$ cat src/rtl/l16b_load_sequencer_if.sv
// Bundle of pipeline-side and data-memory-side signals of the 16-byte load sequencer.
// The master modport is the sequencer. The slave modport is the pipeline/memory environment.
interface l16b_load_sequencer_if;
  logic         start;
  logic [1:0]   mode;
  logic [31:0]  addr;
  logic         abort;
  logic         mem_req;
  logic [31:0]  mem_addr;
  logic [31:0]  mem_rdata;
  logic         mem_rvalid;
  logic         stall;
  logic         done;
  logic [127:0] data;
  logic         error;

  modport master (
    input  start, mode, addr, abort, mem_rdata, mem_rvalid,
    output mem_req, mem_addr, stall, done, data, error
  );

  modport slave (
    output start, mode, addr, abort, mem_rdata, mem_rvalid,
    input  mem_req, mem_addr, stall, done, data, error
  );
endinterface

$ cat src/rtl/l16b_load_sequencer.sv
// MEM-stage sequencer for L16BW/L16BF: issues four single-word reads, packs them into a
// 128-bit result, stalls the pipeline for the whole sequence and pulses done when complete.
module l16b_load_sequencer #(
  parameter int unsigned TIMEOUT = 16
) (
  input  logic                  i_clk,
  input  logic                  i_rst_n,
  l16b_load_sequencer_if.master io_bus
);

  localparam int unsigned    TW       = $clog2(TIMEOUT);
  localparam logic [TW-1:0]  TMO_LAST = TW'(TIMEOUT - 32'd2);

  typedef enum logic [2:0] {
    S_IDLE  = 3'd0,
    S_REQ   = 3'd1,
    S_WAIT  = 3'd2,
    S_DONE  = 3'd3,
    S_DRAIN = 3'd4
  } state_e;

  state_e         r_state;
  state_e         w_state_nxt;
  logic [29:0]    r_base_w;
  logic           r_fmode;
  logic [1:0]     r_cnt;
  logic [TW-1:0]  r_tmo;
  logic [31:0]    r_mem_addr;
  logic [127:0]   r_data;
  logic           r_error;
  logic           r_done;

  logic           w_accept;
  logic           w_tmo_expire;
  logic           w_stall;
  logic           w_mem_req;
  logic [1:0]     w_cnt_nxt;
  logic [1:0]     w_lane;
  logic [31:0]    w_addr_nxt;

  assign w_accept     = (r_state == S_IDLE) && io_bus.start && io_bus.mode[1];
  // r_tmo counts silent cycles; this one would bring it to TIMEOUT-1
  assign w_tmo_expire = (r_tmo >= TMO_LAST);
  assign w_cnt_nxt    = r_cnt + 2'd1;
  assign w_lane       = r_fmode ? (r_base_w[1:0] + r_cnt) : r_cnt;
  assign w_addr_nxt   = r_fmode ? {r_base_w[29:2], r_base_w[1:0] + w_cnt_nxt, 2'b00}
                                : {r_base_w + {28'd0, w_cnt_nxt}, 2'b00};

  // State register
  always_ff @(posedge i_clk or negedge i_rst_n) begin
    if (!i_rst_n) begin
      r_state <= S_IDLE;
    end else begin
      r_state <= w_state_nxt;
    end
  end

  // Next-state decode
  always_comb begin
    w_state_nxt = r_state;
    case (r_state)
      S_IDLE: begin
        if (w_accept) w_state_nxt = S_REQ;
        else          w_state_nxt = S_IDLE;
      end
      S_REQ: begin
        if (io_bus.abort) w_state_nxt = S_IDLE;
        else              w_state_nxt = S_WAIT;
      end
      S_WAIT: begin
        if (io_bus.mem_rvalid) begin
          if (io_bus.abort)         w_state_nxt = S_IDLE;
          else if (r_cnt == 2'd3)   w_state_nxt = S_DONE;
          else                      w_state_nxt = S_REQ;
        end else if (io_bus.abort) begin
          w_state_nxt = S_DRAIN;
        end else if (w_tmo_expire) begin
          w_state_nxt = S_IDLE;
        end else begin
          w_state_nxt = S_WAIT;
        end
      end
      S_DONE:  w_state_nxt = S_IDLE;
      S_DRAIN: begin
        if (io_bus.mem_rvalid || w_tmo_expire) w_state_nxt = S_IDLE;
        else                                   w_state_nxt = S_DRAIN;
      end
      default: w_state_nxt = S_IDLE;
    endcase
  end

  // Stall and request decode; both must react to start/abort within the cycle
  always_comb begin
    w_stall   = 1'b0;
    w_mem_req = 1'b0;
    case (r_state)
      S_IDLE:  w_stall = w_accept;
      S_REQ: begin
        w_stall   = 1'b1;
        w_mem_req = !io_bus.abort;
      end
      S_WAIT:  w_stall = 1'b1;
      S_DRAIN: w_stall = 1'b1;
      S_DONE:  w_stall = 1'b0;
      default: w_stall = 1'b0;
    endcase
  end

  // Sequence context, read address, result buffer and status flags
  always_ff @(posedge i_clk or negedge i_rst_n) begin
    if (!i_rst_n) begin
      r_base_w   <= 30'd0;
      r_fmode    <= 1'b0;
      r_cnt      <= 2'd0;
      r_tmo      <= '0;
      r_mem_addr <= 32'd0;
      r_data     <= 128'd0;
      r_error    <= 1'b0;
      r_done     <= 1'b0;
    end else begin
      r_done <= (w_state_nxt == S_DONE);
      case (r_state)
        S_IDLE: begin
          if (w_accept) begin
            r_base_w   <= io_bus.addr[31:2];
            r_fmode    <= io_bus.mode[0];
            r_cnt      <= 2'd0;
            r_tmo      <= '0;
            r_data     <= 128'd0;
            r_error    <= 1'b0;
            r_mem_addr <= {io_bus.addr[31:2], 2'b00};
          end
        end
        S_REQ: r_tmo <= '0;
        S_WAIT: begin
          if (io_bus.mem_rvalid) begin
            if (!io_bus.abort) begin
              r_data[32*w_lane +: 32] <= io_bus.mem_rdata;
              if (r_cnt != 2'd3) begin
                r_cnt      <= w_cnt_nxt;
                r_mem_addr <= w_addr_nxt;
              end
            end
          end else begin
            r_tmo <= r_tmo + TW'(1);
            if (!io_bus.abort && w_tmo_expire) r_error <= 1'b1;
          end
        end
        S_DRAIN: begin
          if (!io_bus.mem_rvalid && !w_tmo_expire) r_tmo <= r_tmo + TW'(1);
        end
        default: r_tmo <= r_tmo;
      endcase
    end
  end

  assign io_bus.mem_req  = w_mem_req;
  assign io_bus.mem_addr = r_mem_addr;
  assign io_bus.stall    = w_stall;
  assign io_bus.done     = r_done;
  assign io_bus.data     = r_data;
  assign io_bus.error    = r_error;

endmodule

$ cat src/flat_wrapper.sv
// flat-port wrapper written by rule: the top's interface ports become plain ports
module l16b_load_sequencer_flat 
#(
  parameter int unsigned TIMEOUT = 16
)
  (i_clk, i_rst_n, io_bus_start, io_bus_mode, io_bus_addr, io_bus_abort, io_bus_mem_rdata, io_bus_mem_rvalid, io_bus_mem_req, io_bus_mem_addr, io_bus_stall, io_bus_done, io_bus_data, io_bus_error);
  l16b_load_sequencer_if io_bus_i ();
  input  logic i_clk;
  input  logic i_rst_n;
  input wire logic [$bits(io_bus_i.start)-1:0] io_bus_start;
  input wire logic [$bits(io_bus_i.mode)-1:0] io_bus_mode;
  input wire logic [$bits(io_bus_i.addr)-1:0] io_bus_addr;
  input wire logic [$bits(io_bus_i.abort)-1:0] io_bus_abort;
  input wire logic [$bits(io_bus_i.mem_rdata)-1:0] io_bus_mem_rdata;
  input wire logic [$bits(io_bus_i.mem_rvalid)-1:0] io_bus_mem_rvalid;
  output wire logic [$bits(io_bus_i.mem_req)-1:0] io_bus_mem_req;
  output wire logic [$bits(io_bus_i.mem_addr)-1:0] io_bus_mem_addr;
  output wire logic [$bits(io_bus_i.stall)-1:0] io_bus_stall;
  output wire logic [$bits(io_bus_i.done)-1:0] io_bus_done;
  output wire logic [$bits(io_bus_i.data)-1:0] io_bus_data;
  output wire logic [$bits(io_bus_i.error)-1:0] io_bus_error;
  assign io_bus_i.start = io_bus_start;
  assign io_bus_i.mode = io_bus_mode;
  assign io_bus_i.addr = io_bus_addr;
  assign io_bus_i.abort = io_bus_abort;
  assign io_bus_i.mem_rdata = io_bus_mem_rdata;
  assign io_bus_i.mem_rvalid = io_bus_mem_rvalid;
  assign io_bus_mem_req = io_bus_i.mem_req;
  assign io_bus_mem_addr = io_bus_i.mem_addr;
  assign io_bus_stall = io_bus_i.stall;
  assign io_bus_done = io_bus_i.done;
  assign io_bus_data = io_bus_i.data;
  assign io_bus_error = io_bus_i.error;
  l16b_load_sequencer #(.TIMEOUT(TIMEOUT)) u_core (.i_clk(i_clk), .i_rst_n(i_rst_n), .io_bus(io_bus_i));
endmodule
$ cat config.mk
export PLATFORM = sky130hd
export DESIGN_NAME = l16b_load_sequencer_flat
export DESIGN_NICKNAME = d
export VERILOG_FILES = /design/src/rtl/l16b_load_sequencer_if.sv /design/src/rtl/l16b_load_sequencer.sv /design/src/flat_wrapper.sv
export SDC_FILE = /design/constraint.sdc
export NUM_CORES = 1
export LEC_CHECK = 0
export CAP_MARGIN = 20
export CORE_MARGIN = 5
export CORE_UTILIZATION = 49
export CTS_BUF_LIST = sky130_fd_sc_hd__clkbuf_16
export CTS_CLUSTER_SIZE = 24
export DETAILED_ROUTE_END_ITERATION = 8
export GPL_TIMING_DRIVEN = 0
export PLACE_DENSITY_LB_ADDON = 0.05
export SKIP_LAST_GASP = 1
export SLEW_MARGIN = 15
export SYNTH_ARGS = -nofsm -noshare
export SYNTH_HDL_FRONTEND = slang
export SYNTH_SLANG_ARGS = --single-unit
$ cat constraint.sdc
create_clock -name i_clk -period 3.6 [get_ports i_clk]
set_clock_uncertainty 0.15 [all_clocks]
set_input_delay 1.08 -clock i_clk [delete_from_list [all_inputs] [get_ports i_clk]]
set_output_delay 1.08 -clock i_clk [all_outputs]
set_load 0.03 [all_outputs]
# Word level (Yosys, flattened, before mapping)
# Cells that the tools add are included.
# word_totals
wordCells	84
out_inout_bits	164
reg_bits	202
# classes
n_reduce_logical	17
shift	2
n_addsub	6
muxes	36
eq_ne	13
n_lt_le_gt_ge	1
# op_table
op	count
2-to-1 mux 128 bit	3
case mux 128 bit (2 select lines)	1
2-to-1 mux 32 bit	5
bitwise mux 128 bit	1
variable shift 32 x 34 -> 128 bit (first input constant)	1
indexed part select 32 x 34 -> 128 bit	1
case mux 32 bit (2 select lines)	1
negation 7 -> 34 bit	1
adder 30 x 2 -> 30 bit	1
2-to-1 mux 2 bit	8
case mux 4 bit (4 select lines)	1
2-to-1 mux 3 bit	4
2-to-1 mux 4 bit	3
case mux 3 bit (4 select lines)	1
AND reduction 4 bit	3
inequality test 2 x 1 -> 1 bit (second input constant)	4
inequality test 2 bit (second input constant)	4
== test 3 x 2 -> 1 bit (second input constant)	2
2-to-1 mux 1 bit	5
AND reduction 5 bit	1
adder 2 bit	2
adder 4 x 1 -> 4 bit (second input constant)	1
>= comparator 4 bit (second input constant)	1
logical AND 1 bit	4
13 further kinds	16

# Logic depth before layout (Yosys ltp)
# Gate-level depths: netlist of run 1.
# logic_depth
ltp_word	8
ltp_mapped	12
ltp_nobuf	10

# Worst setup path before layout of run 1
# Ideal clock, no wire load.
# synth_timing
kind	input-to-output
from	input port io_bus_start
to	output port io_bus_stall
setup_slack_ns	-0.088
arrival_time_ns	2.458
path_buffers	2
path_stages	5
cell_sequence	or4b_4 -> or2_2 -> clkbuf_1 -> clkbuf_1 -> o211ai_1
# synth_via
elab_chain_cells	3
# synth_rtl
element	line	text
start: declaration	flat_wrapper.sv:10	input wire logic [$bits(io_bus_i.start)-1:0] io_bus_start;
logical AND 1 bit (2 in a row)	l16b_load_sequencer.sv:41	assign w_accept = (r_state == S_IDLE) && io_bus.start && io_bus.mode[1];
case mux 1 bit (2 select lines)	l16b_load_sequencer.sv:96	case (r_state)
end: declaration	flat_wrapper.sv:18	output wire logic [$bits(io_bus_i.stall)-1:0] io_bus_stall;
# Every way passes these cells.

# Worst setup path in the final report of run 1
# layout_timing
from	input port io_bus_mode[1]
to	output port io_bus_stall
# layout_via
elab_chain_cells	2
# layout_rtl
element	line	text
start: declaration	flat_wrapper.sv:11	input wire logic [$bits(io_bus_i.mode)-1:0] io_bus_mode;
logical AND 1 bit	l16b_load_sequencer.sv:41	
case mux 1 bit (2 select lines)	l16b_load_sequencer.sv:96	
# Every way passes these cells.

==> results_dict.tcl, run 1 <==
set metrics [dict create \
    vias 7249 \
    status "finished clean" \
    portBuffers 230 \
    rsz0062_at_grt "no" \
    finalCritPeriodShare_pct 96.8 \
    grt_use_total_pct 24.0 \
    report.final.slew_viol_count 0 \
    synth.cell_area_mm2 0.00877 \
    placementRows 49 \
    final_cells 1381 \
    clkSinkCount 200 \
    ys_seq_area_share_pct 57.1 \
    grt_pass1_vias 7138 \
    die_w_um 144 \
    syn_to_final_growth_pct 36.8 \
    startpoint_type "input port" \
    clk_pin_slew_worst_paths_ps 70 \
    synth_edf_count 0 \
    grt_pass1_wl_um 38900 \
    synthFlopType "dfrtp_1" \
    place_inst 1348 \
    cp.required_ps 2370 \
    cts_tree "done" \
    clock_latency_ps 430 \
    overflow 0 \
    dr.pass1.iters 5 \
    drive_gt1_share_pct 7.38 \
    ant_nets 0 \
    cap_violations 0 \
    routed_wl_um 24500 \
    core-area_mm2 0.0178 \
    fp.dieH_um 144 \
    path_max_fanout 3 \
    start_util_pct 49.3 \
    finalSetupViolCount 0 \
    final.min_clock_period_ps 3480 \
    drt-initial-drc-count 379 \
    pin_count 235 \
    post_drt_wl_per_cell_um 17.7 \
    antenna_found_initial 1 \
    grt_max_degree 104 \
    vias_per_cell 5.25 \
    slew_headroom_pct 49.6 \
    leakage_nw 5.26 \
    yosysUniqueCellTypes 62 \
    remaining_drc_errors 0 \
    hp-class "reg -> reg" \
    tightest_slew_ps 757 \
    postSynthAreaPerCell_um2 9.89 \
    fin_nets 1219 \
    synth_warnings 0 \
    crit_type "in -> out" \
    power_density_mw_per_mm2 481 \
    cts_buffers 17 \
    hold_violations 0 \
    cp.arrival_ps 2250 \
    endpoint_kind "primary output" \
    ys_seq_elements 200 \
    cts_max_path_buffers 2 \
    h-tree-depth 4 \
    max_clock_freq_mhz 287 \
    place_area_mm2 0.0114 \
    dieArea_mm2 0.0207 \
    synthArstFlopShare_pct 100 \
    clockRootBuffer "clkbuf_16" \
    gp_congestion 0.823 \
    syn_inst 887 \
    stdcell_area_mm2 0.0120 \
    hpwl_um 18300 \
    cts_hold_buf 0 \
    peakVddDrop_uv 346 \
]
-- cell usage after synthesis, drive strengths merged (12+ instances only) --
| cell | n | area (um2) |
|---|---|---|
| o21ai | 95 | 487 |
| o31ai | 18 | 149 |
| a22o | 52 | 455 |
| buf | 29 | 181 |
| nor2 | 25 | 104 |
| inv | 20 | 75.1 |
| nand2 | 267 | 1000 |
| xor2 | 12 | 105 |
| xnor2 | 18 | 158 |
| nand3 | 13 | 70.1 |
| dfrtp | 200 | 5000 |
| a22oi | 18 | 135 |
| clkbuf | 28 | 108 |
-- worst paths after layout --
kind	slack [ps]	depth (start not counted)	endpoint	start
min reg2reg	330	2	u_core.io_bus.data[6]	u_core.io_bus.data[6]
max in group asynchronous	1800	2	u_core.io_bus.data[32]	i_rst_n
min in group asynchronous	510	1	u_core.io_bus.data[109]	i_rst_n
max	120	5	io_bus_stall	io_bus_mode[1]
min	330	2	u_core.io_bus.data[6]	u_core.io_bus.data[6]
max reg2reg	400	10	u_core.io_bus.data[1]	u_core.r_cnt[0]
-- report_power, final --
group	total (mW)	switching (mW)	leakage, nW	internal [mW]
Clock	1.93	0.885	0.286	1.04
Sequential	2.62	0.174	2.69	2.44
Combinational	1.23	0.738	2.28	0.493
Total	5.77	1.80	5.26	3.98
-- stage by stage --
stage          power [mW]  hold WS (ps)  utilization (%)   TNS, ps  setup WS [ps]
2_1_floorplan        3.34           313                -         0           26.4
3_3_place_gp         3.88           310             64.0  -1443890          -7230
3_5_place_dp         3.89           315             64.2     -5630          -1140
4_1_cts              5.82           331             67.5         0           7.58
5_1_grt              6.07           350             67.5         0           64.7
6_report             5.77           327             67.5         0            115
-- layout make-up --
type,instances,area [um2]
Fill cell,1502,5780
Sequential cell,200,5000
Multi-Input combinational cell,611,3410
Timing Repair Buffer,233,2340
Clock buffer,17,425
Tap cell,229,287
Buffer,55,283
Clock inverter,15,171
Inverter,20,75.1
Antenna cell,1,2.50
-- placed cells by master (no fill, tap or decap), types with 12 or more instances in the layout --
| cell | netlist | routed |
|---|---|---|
| nor2_1 | 23 | 23 |
| a22o_1 | 52 | 52 |
| a22oi_1 | 18 | 18 |
| xnor2_1 | 18 | 18 |
| o21ai_0 | 74 | 74 |
| xor2_1 | 12 | 12 |
| buf_2 | 19 | 20 |
| clkbuf_1 | 26 | 24 |
| nand2_1 | 267 | 267 |
| clkdlybuf4s50_1 | 0 | 226 |
| o21ai_1 | 18 | 18 |
| inv_1 | 19 | 20 |
| nand3_1 | 12 | 12 |
| o31ai_1 | 17 | 17 |
| dfrtp_1 | 200 | 200 |
| clkbuf_16 | 0 | 17 |
-- cell families (layout without fill, tap and decap cells) --
family | Yosys count | in the layout | share of synthesized area, %
simple gates | 357 | 357 | 17.6
fa+ha+maj | 10 | 10 | 1.51
compound gates | 203 | 203 | 15.6
mux | 9 | 9 | 1.04
buf+inv | 77 | 340 | 4.15
xor+xnor | 30 | 30 | 3.00
flops | 200 | 200 | 57.1
other cells | 1 | 3 | 0.0428
-- worst max-delay path, stage by stage --
cell	delay, ps
clkdlybuf4s50_1	500
inv_1	80
or2_4	250
o211ai_1	130
buf_4	210
-- metal layers --
metal,GRT usage [%],part of all wire (%),vias up
met5,0,0,-
met4,6.19,1.6,0
li1,-,-,3544
met2,40.5,50,187
met1,32.4,43,3493
met3,4.13,5.5,25
-- sequential cells by signal (all words and copies together) (netlist names) --
| name | count |
|---|---|
| u_core.r_base_w | 30 |
| u_core.r_tmo | 4 |
| u_core.io_bus.done | 1 |
| u_core.io_bus.data | 128 |
| u_core.io_bus.mem_addr | 30 |
| u_core.r_fmode | 1 |
| u_core.r_state | 3 |
| u_core.io_bus.error | 1 |
| u_core.r_cnt | 2 |
-- repair_timing --
action,4_1_cts,5_1_grt
resized for setup,10,2
hold endpoints to repair,0,0
gates cloned,0,0
pin swaps,1,1
endpoints found under the setup margin,2,1
buffers inserted,2,0
Power figures use the tool's default switching activity.
==> inputs of run 2 (changes only) <==
--- a/config.mk
+++ b/config.mk
@@ -13,5 +13,5 @@
 export DETAILED_ROUTE_END_ITERATION = 8
 export GPL_TIMING_DRIVEN = 0
-export PLACE_DENSITY_LB_ADDON = 0.05
+export PLACE_DENSITY_LB_ADDON = 0.12
 export SKIP_LAST_GASP = 1
 export SLEW_MARGIN = 15
==> constraint.sdc (replaced) <==
create_clock -name i_clk -period 3.6 [get_ports i_clk]
set_clock_uncertainty 0.15 [all_clocks]
set_input_delay 0.72 -clock i_clk [delete_from_list [all_inputs] [get_ports i_clk]]
set_output_delay 0.72 -clock i_clk [all_outputs]
set_load 0.03 [all_outputs]
==> results_dict.tcl, run 2 (synthesis gave the netlist of run 1 again) <==
set metrics [dict create \
    vias_per_cell 5.39 \
    grt_use_total_pct 24.2 \
    cp_cell_sequence "clkdlybuf4s50_1 > or4b_4 > or2_2 > o211ai_1 > clkdlybuf4s15_2" \
    clock_latency_ps 430 \
    nFillCells 1442 \
    cp.arrival_ps 2650 \
    hp-class "in -> async" \
    layout_setup_ws_ps 78.5 \
    switching_power_mw 1.82 \
    p_int_mw 4.04 \
    gp_congestion 0.853 \
    grt_max_degree 102 \
    endpoint_kind "primary output" \
    h-tree-depth 4 \
    syn_to_final_growth_pct 36.9 \
    startpoint_type "input port" \
    power_density_mw_per_mm2 488 \
    post_drt_wl_per_cell_um 17.9 \
    core-area_mm2 0.0178 \
    p_comb_share_pct 21.2 \
    dr.pass1.iters 5 \
    rsz0062_at_grt "no" \
    swShare_pct 31.0 \
    pin_count 235 \
    placementRows 49 \
    antenna_cells 0 \
    remaining_drc_errors 0 \
    largest_register_ffs 128 \
    final_cell_mix "267 x nand2_1, 228 x clkdlybuf4s50_1, 200 x dfrtp_1" \
    ant_nets 0 \
    grt_pass1_wl_um 39200 \
    hold_violations 0 \
    hpwl_um 18300 \
    overflow 0 \
    path_buf_inv 2 \
    finalCritPeriodShare_pct 97.8 \
    drt-initial-drc-count 467 \
    drive_gt1_share_pct 7.05 \
    max_clock_freq_mhz 284 \
    crit_type "in -> out" \
    post-route-util_pct 67.5 \
    finalSetupViolCount 0 \
    clk_pin_slew_worst_paths_ps 70 \
    cts_buffers 17 \
    tightest_slew_ps 768 \
    final_cells 1378 \
    cp.required_ps 2730 \
    cap_violations 0 \
    cts_tree "done" \
    routed_wl_um 24700 \
    place_inst 1348 \
    leakage_nw 5.25 \
    portBuffers 230 \
    final_common_cell "nand2_1" \
    slowest_stage "clkdlybuf4s50_1" \
    slew_headroom_pct 48.8 \
    vias 7422 \
    dieArea_mm2 0.0207 \
    power.clock.fraction_pct 34.1 \
    cts_max_path_buffers 2 \
    fin_nets 1217 \
    antenna_found_initial 0 \
    grt_pass1_vias 7412 \
    crit_family "simple AND/OR/NAND/NOR gates" \
    final.min_clock_period_ps 3520 \
    timing.rr.start "u_core.r_cnt[0]" \
    post_cts_buffers 0 \
    path_max_fanout 15 \
    holdWs_ps 134 \
    start_util_pct 49.3 \
    status "finished clean" \
    die_w_um 144 \
    report.final.slew_viol_count 0 \
    max_stage_delay_ps 500 \
    peakVddDrop_uv 364 \
    place_area_mm2 0.0114 \
    dp_slack_ps -583 \
    crit_start "io_bus_start" \
    clockRootBuffer "clkbuf_16" \
    stdcell_area_mm2 0.0120 \
    clkSinkCount 200 \
    fp.dieH_um 144 \
    seqPwrFrac_pct 44.7 \
]
## run 2: timing repair
item / CTS / global route
hold buffers: 0 / 0
endpoints found under the setup margin: 1 / 0
gates resized for setup: 3 / 0
## run 2: power by group through the flow
| stage | clock, mW | combinational, mW | sequential, mW |
|---|---|---|---|
| after floorplan | 0 | 0.481 | 2.85 |
| after CTS | 2.03 | 1.25 | 2.62 |
| final | 2.00 | 1.24 | 2.62 |
| after global routing | 2.12 | 1.35 | 2.65 |
| after global placement | 0 | 1.22 | 2.66 |
| after detailed placement | 0 | 1.24 | 2.66 |
## run 2: cell type report
type | instances | area (um2) | area share [%]
Inverter | 20 | 75.1 | 0.625
Tap cell | 229 | 287 | 2.39
Multi-Input combinational cell | 611 | 3400 | 28.4
Buffer | 55 | 282 | 2.35
Timing Repair Buffer | 231 | 2340 | 19.5
Clock inverter | 15 | 189 | 1.57
Clock buffer | 17 | 425 | 3.54
Sequential cell | 200 | 5000 | 41.7
## run 2: worst register-to-register path, delay by kind of cell, from the launching register on
kind | cells | cell delay (ps)
AOI/OAI and AO/OA | 2 | 400
xor gates and xnor gates | 2 | 530
buffers and inverters | 2 | 440
adders and majority gates | 2 | 580
DFF | 1 | 460
and+or+nand+nor | 2 | 620
## run 2: routing by layer
layer / global-route usage (%) / vias to the layer above / part of all wire (%)
met5: 0 / - / 0
met4: 8.18 / 0 / 1.7
met3: 4.43 / 29 / 7.1
met2: 39.8 / 268 / 48
met1: 32.5 / 3592 / 43
li1: - / 3533 / -
## run 2: final timing paths
| path | to | slack, ps | cells past startpoint |
|---|---|---|---|
| worst max-delay path | io_bus_stall | 80 | 5 |
| worst min-delay path | u_core.io_bus.data[111] | 130 | 1 |
| worst max register to register | u_core.io_bus.data[31] | 370 | 10 |
| worst min register to register | u_core.io_bus.mem_addr[3] | 330 | 2 |
| max in group asynchronous | u_core.r_base_w[12] | 2220 | 2 |
| min in group i_clk | u_core.io_bus.mem_addr[3] | 330 | 2 |
## run 2: per-stage QoR
step	TNS, ps	power, mW
CTS	0	5.90
floorplan	0	3.33
global route	0	6.13
detailed placement	-583	3.90
global placement	-1341250	3.88
finish	0	5.86
